$ cat src/rtl/fifo_rd_if.sv
// Read-side bundle between the async FIFO read controller (slave) and the
// consumer/read-domain logic (master).
interface fifo_rd_if #(
    parameter int PTR_SZ = 2
);
    // Handshake: rinc is a read request. read_en is the single-cycle strobe
    // that actually consumes the entry at raddr. A request made while rempty=1
    // is refused and flagged as underflow; there is no backpressure otherwise.
    logic              rinc;
    logic [PTR_SZ:0]   rq2_waddr;
    logic              rempty;
    logic              read_en;
    logic [PTR_SZ-1:0] raddr;
    logic [PTR_SZ:0]   raddr_gray;
    logic [PTR_SZ:0]   rlevel;
    logic              ralmost_empty;
    logic              rerr_underflow;
    logic              state_dbg;

    modport master (
        output rinc, rq2_waddr,
        input  rempty, read_en, raddr, raddr_gray, rlevel,
               ralmost_empty, rerr_underflow, state_dbg
    );

    modport slave (
        input  rinc, rq2_waddr,
        output rempty, read_en, raddr, raddr_gray, rlevel,
               ralmost_empty, rerr_underflow, state_dbg
    );
endinterface

$ cat src/rtl/fifo_rd_ctrl.sv
// Read-domain pointer/flag controller for a Gray-pointer async FIFO.
// Optional almost-empty flag is built only with FIFO_RD_ALMOST_EMPTY_EN defined.
module fifo_rd_ctrl #(
    parameter int PTR_SZ    = 2,
    parameter int RD_MODE   = 0,
    parameter int AE_THRESH = 1
) (
    input logic      clk,
    input logic      rst,
    fifo_rd_if.slave rif
);
    typedef enum logic {
        EMPTY  = 1'b0,
        ACTIVE = 1'b1
    } state_t;

    state_t            state;
    logic [PTR_SZ:0]   rbin;
    logic [PTR_SZ:0]   rbin_next;
    logic [PTR_SZ:0]   rgray_q;
    logic [PTR_SZ:0]   rgray_next;
    logic [PTR_SZ:0]   wbin;
    logic [PTR_SZ:0]   rlevel_q;
    logic [PTR_SZ:0]   rlevel_next;
    logic              rempty_q;
    logic              empty_next;
    logic              err_q;
    logic              req;
    logic              read_en;

    generate
        if (RD_MODE == 1) begin : g_edge
            logic rinc_q;
            // Reset high so a request held through reset release is not an edge.
            always_ff @(posedge clk or negedge rst) begin
                if (!rst) rinc_q <= 1'b1;
                else      rinc_q <= rif.rinc;
            end
            assign req = rif.rinc & ~rinc_q;
        end else begin : g_level
            assign req = rif.rinc;
        end
    endgenerate

    assign read_en    = req & ~rempty_q;
    assign rbin_next  = rbin + {{PTR_SZ{1'b0}}, read_en};
    assign rgray_next = (rbin_next >> 1) ^ rbin_next;

    always_comb begin
        wbin         = '0;
        wbin[PTR_SZ] = rif.rq2_waddr[PTR_SZ];
        for (int i = PTR_SZ - 1; i >= 0; i--) begin
            wbin[i] = wbin[i+1] ^ rif.rq2_waddr[i];
        end
    end

    // Compare the post-read pointer with the current write pointer so a last
    // read coinciding with a write advance leaves the FIFO non-empty.
    assign empty_next  = (rgray_next == rif.rq2_waddr);
    assign rlevel_next = wbin - rbin_next;

    always_ff @(posedge clk or negedge rst) begin
        if (!rst) begin
            state    <= EMPTY;
            rbin     <= '0;
            rgray_q  <= '0;
            rempty_q <= 1'b1;
            rlevel_q <= '0;
            err_q    <= 1'b0;
        end else begin
            rbin     <= rbin_next;
            rgray_q  <= rgray_next;
            rempty_q <= empty_next;
            rlevel_q <= rlevel_next;
            if (req && rempty_q) err_q <= 1'b1;
            case (state)
                EMPTY:   if (!empty_next) state <= ACTIVE;
                ACTIVE:  if (empty_next)  state <= EMPTY;
                default: state <= EMPTY;
            endcase
        end
    end

`ifdef FIFO_RD_ALMOST_EMPTY_EN
    localparam logic [PTR_SZ+1:0] AE_T = AE_THRESH[PTR_SZ+1:0];
    logic ae_q;
    always_ff @(posedge clk or negedge rst) begin
        if (!rst) ae_q <= 1'b1;
        else      ae_q <= ({1'b0, rlevel_next} <= AE_T);
    end
    assign rif.ralmost_empty = ae_q;
`else
    assign rif.ralmost_empty = 1'b0;
`endif

    assign rif.rempty         = rempty_q;
    assign rif.read_en        = read_en;
    assign rif.raddr          = rbin[PTR_SZ-1:0];
    assign rif.raddr_gray     = rgray_q;
    assign rif.rlevel         = rlevel_q;
    assign rif.rerr_underflow = err_q;
    assign rif.state_dbg      = state;
endmodule

$ cat src/flat_wrapper.sv
// flat-port wrapper written by rule: the top's interface ports become plain ports
module fifo_rd_ctrl_flat 
#(
    parameter int PTR_SZ    = 2,
    parameter int RD_MODE   = 0,
    parameter int AE_THRESH = 1
)
  (clk, rst, rif_rinc, rif_rq2_waddr, rif_rempty, rif_read_en, rif_raddr, rif_raddr_gray, rif_rlevel, rif_ralmost_empty, rif_rerr_underflow, rif_state_dbg);
  fifo_rd_if #(.PTR_SZ(PTR_SZ)) rif_i ();
  input logic clk;
  input logic rst;
  input wire logic [$bits(rif_i.rinc)-1:0] rif_rinc;
  input wire logic [$bits(rif_i.rq2_waddr)-1:0] rif_rq2_waddr;
  output wire logic [$bits(rif_i.rempty)-1:0] rif_rempty;
  output wire logic [$bits(rif_i.read_en)-1:0] rif_read_en;
  output wire logic [$bits(rif_i.raddr)-1:0] rif_raddr;
  output wire logic [$bits(rif_i.raddr_gray)-1:0] rif_raddr_gray;
  output wire logic [$bits(rif_i.rlevel)-1:0] rif_rlevel;
  output wire logic [$bits(rif_i.ralmost_empty)-1:0] rif_ralmost_empty;
  output wire logic [$bits(rif_i.rerr_underflow)-1:0] rif_rerr_underflow;
  output wire logic [$bits(rif_i.state_dbg)-1:0] rif_state_dbg;
  assign rif_i.rinc = rif_rinc;
  assign rif_i.rq2_waddr = rif_rq2_waddr;
  assign rif_rempty = rif_i.rempty;
  assign rif_read_en = rif_i.read_en;
  assign rif_raddr = rif_i.raddr;
  assign rif_raddr_gray = rif_i.raddr_gray;
  assign rif_rlevel = rif_i.rlevel;
  assign rif_ralmost_empty = rif_i.ralmost_empty;
  assign rif_rerr_underflow = rif_i.rerr_underflow;
  assign rif_state_dbg = rif_i.state_dbg;
  fifo_rd_ctrl #(.PTR_SZ(PTR_SZ), .RD_MODE(RD_MODE), .AE_THRESH(AE_THRESH)) u_core (.clk(clk), .rst(rst), .rif(rif_i));
endmodule
$ cat config.mk
export PLATFORM = sky130hd
export DESIGN_NAME = fifo_rd_ctrl_flat
export DESIGN_NICKNAME = d
export VERILOG_FILES = /design/src/rtl/fifo_rd_if.sv /design/src/rtl/fifo_rd_ctrl.sv /design/src/flat_wrapper.sv
export SDC_FILE = /design/constraint.sdc
export NUM_CORES = 1
export LEC_CHECK = 0
export CORE_AREA = 2 2 39 41
export CTS_CLUSTER_SIZE = 8
export DETAILED_ROUTE_END_ITERATION = 16
export DIE_AREA = 0 0 41 43
export PLACE_DENSITY = 0.84
export SETUP_SLACK_MARGIN = 0.5
export SLEW_MARGIN = 20
export SYNTH_ARGS = -nofsm -noshare
export SYNTH_HDL_FRONTEND = slang
export SYNTH_SLANG_ARGS = --single-unit
$ cat constraint.sdc
create_clock -name clk -period 3.25 [get_ports clk]
set_input_delay 0.4875 -clock clk [delete_from_list [all_inputs] [get_ports clk]]
set_output_delay 0.4875 -clock clk [all_outputs]
set_load 0.03 [all_outputs]
==> impl.org <==
** Placed design
- OpenSTA, run right after detailed placement, puts the worst setup slack at about 800 ps.
- Dpl cells :: 74
- At the end of routability-driven placement, the weighted congestion stood at approximately 0.71.
- After detailed placement, the total cell area comes to around 700 um2.
- After legalization and detailed placement, the total HPWL measured approximately 660 um.
- Port buffering added 17 buffers.

** Clocking
- Total clock sinks :: 11
- In this run, post-CTS repair resized a total of 0 instances.
- In this run the post-CTS setup repair buffer count came out at 0.
- The root buffer cell chosen for the clock tree is clkbuf_4.
- The number of hold buffers added after CTS was 0.
- In this run the number of H-tree levels came out at 1.
- Max Root-Sink Buffers :: 2
- TritonCTS built the clock tree.
- Clock latency on the worst-skew pair, taken at its later pin, is 260 ps.
- Clock slew at the register clock pins of the worst setup and hold paths :: roughly 60 ps
- Counting the buffers created by CTS gives 3.

** Run status
- Status :: complete, no violations

** Logic synthesis
- Avg Cell Area, Syn :: 12.25 um2
- Synthesis instantiated 20 different standard cells from the library.
- Count of mapped cells out of synthesis :: 43
- For this run, the leading register cell type out of synthesis is dfrtp_1.
- Fraction of synthesized cell area taken by the top area cell type :: 47.51%
- Yosys warnings :: 0
- The number of nets handed over by synthesis was 53.
- EDFF count, synth :: 0
- Counting flops and latches in the post-synthesis netlist gives 11.
- Cell area after synthesis :: ~530 um2
- Share of flip-flops with an asynchronous set or reset :: between 90% and 100%
- In the post-synthesis netlist, the biggest area contributors are dfrtp_1, ha_1, xor2_1, dfstp_2, mux2i_1.
- dfrtp_1 takes more of the synthesized area than any other cell.
- Portion of the post-synthesis area used by sequential elements :: 52.49%

** Floorplan
- The die covers approximately 0.0018 mm2.
- Die height :: between 40 and 50 um
- Die width :: about 41 um
- The floorplan has 14 rows.
- Core footprint :: 0.001384 mm2
- Pin placement for this block handled 19 I/O pins.
- Starting utilization of the core area :: around two fifths

** Pwr
- Net switching is 42.60% of the power.
- The internal portion of the total power is 0.4701 mW.
- Switch Pwr :: 0.3488 mW
- Sequential Power Share :: 28.1%
- The analysis attributes to cell leakage a power of around 0.32 nW.
- Pwr/cell area :: about 1100 mW/mm2
- VDD sags by at most between 300 and 400 uV.
- Combinational logic burns between 60% and 70% of the power.
- Clock group share of total power :: between 10% and 20%
- Overall power consumption after layout is estimated at just over 0.8 mW.

** Cells and area
- Most frequent cells in the layout :: clkdlybuf4s50_1, dfrtp_1, xor2_1, ha_1
- Cells fill between 50% and 60% of the core in the end.
- Fill cell count :: between 100 and 150
- Post-route standard cell area excluding fillers :: 730.7 um2
- Final net count :: 73
- Synthesis-to-layout area growth :: 38.72%
- The post-route netlist has approximately 13% of its cells at a drive strength greater than 1.
- The library cell used most frequently in the layout, excluding fill and tap cells, is clkdlybuf4s50_1.
- Antenna cell count :: 0
- Post-Layout Cell Count :: between 70 and 80

** Detailed routing
- Starting DRC count in detailed routing :: 3
- Total wirelength of the detailed-routed design :: around 800 um
- After detailed routing, the average wire length per cell comes to between 10 and 15 um.
- Total vias in the final route :: 351
- The detail route stage leaves a number of antenna-violating nets equal to 0.
- Average vias per placed instance :: about 4.5
- Number of iterations in the first detailed-routing pass :: 2
- In the routed design, unresolved DRC markers number 0.

** Worst setup path
- Critical-path maximum fanout :: 2
- At the worst endpoint, the arrival time is roughly 1800 ps.
- Capturing element type of the critical path :: output port
- STA classifies the critical path startpoint as a primary input.
- Worst Path Class, Setup :: in2out
- Data on the critical path is required at its endpoint by approximately 2800 ps.

** STA
- Setup violations remaining at the end of the flow were counted as 0.
- The worst path uses between 70% and 80% of the clock period.
- Setup repair after global routing left no endpoint under its margin.
- The number of pins exceeding their max-slew limit in the final report was 0.
- Total count of hold-check failures in the final report :: 0
- Setup TNS Final :: 0 ps
- Across the routed clock network, the largest skew measured is 1.179 ps.
- Counting I/O delays and the setup requirement, the final critical path takes about 2300 ps.
- Worst hold slack :: 455.6 ps
- Across all setup checks in the final design, the least slack found is 945.9 ps.
- Highest Clock Rate :: ~430 MHz

** Global route
- Overall fraction of global-route tracks in use :: between 10% and 20%
- Initial antenna violation count :: 0
- Entering global routing, the biggest net connects 12 pins.
- The first global-routing pass estimated approximately 1.3 mm of wire.
- Vias in the first global route :: between 300 and 400
- Remaining Overflow, GRT :: 0

** Run
- The tool flagged a number of max-cap violations equal to 0.

** Min path
- HP Class :: reg2reg
[cells by family after synthesis]
kind of cell    count (synthesis)  share of synthesized area [%]
simple gates                    9                          8.788
compound gates                  4                          5.701
mux                             3                          5.938
other cells                     1                         0.7119
xor+xnor                        7                          13.06
buf+inv                         4                          3.801
flops                          11                          52.49
fa+ha+maj                       4                          9.502
[final timing paths]
check	to	from	slack, ps	cells past startpoint
setup reg to reg	u_core.rif.rlevel[2]	u_core.rif.rempty	1270	8
hold / removal	u_core.rif.rerr_underflow	u_core.rif.rerr_underflow	460	1
hold reg to reg	u_core.rif.rerr_underflow	u_core.rif.rerr_underflow	460	1
max in group asynchronous	u_core.rif.rempty	rst	2360	1
min in group asynchronous	u_core.rbin[0]	rst	550	1
setup / recovery	rif_read_en	rif_rinc	950	3
[Yosys cell counts (2+ instances only)]
master / instances
mux2i_1: 2
nor2b_1: 3
inv_1: 2
nand2_1: 3
dfrtp_1: 10
xnor2_1: 2
or2_2: 2
ha_1: 4
xor2_1: 4
[per-layer routing]
metal	track usage [%]	up-vias	part of all wire (%)
met3	3.141	2	3.9
met4	8.000	0	1.9
li1	-	173	-
met1	13.04	163	41
met2	17.50	13	54
met5	0	-	0
[power groups by stage]
stage	sequential, mW	combinational, mW	clock (mW)
2_1_floorplan	0.357	0.212	0
3_3_place_gp	0.232	0.491	0
3_5_place_dp	0.235	0.503	0
4_1_cts	0.232	0.506	0.0930
5_1_grt	0.240	0.545	0.0997
6_report	0.230	0.500	0.0888
[worst max-delay path, cell delays in order]
cell and delay, ps:
clkdlybuf4s50_1 470, nor2b_1 170, clkdlybuf4s50_1 690
[sequential cells by signal, indices dropped and copies added, names as in the netlist]
signal and flops:
u_core.rif.rerr_underflow 1, u_core.rif.raddr_gray 2, u_core.rif.rlevel 3, u_core.rif.state_dbg 1, u_core.rif.rempty 1, u_core.rbin 3
[layout make-up]
type / count / area (um2) / area share, %
Sequential cell: 11 / 276.5 / 37.84
Timing Repair Buffer: 17 / 170.2 / 23.29
Tap cell: 16 / 20.02 / 2.740
Clock buffer: 4 / 26.28 / 3.596
Multi-Input combinational cell: 28 / 230.2 / 31.51
Inverter: 2 / 7.507 / 1.027
No activity file was read; power rests on OpenSTA's default activity.
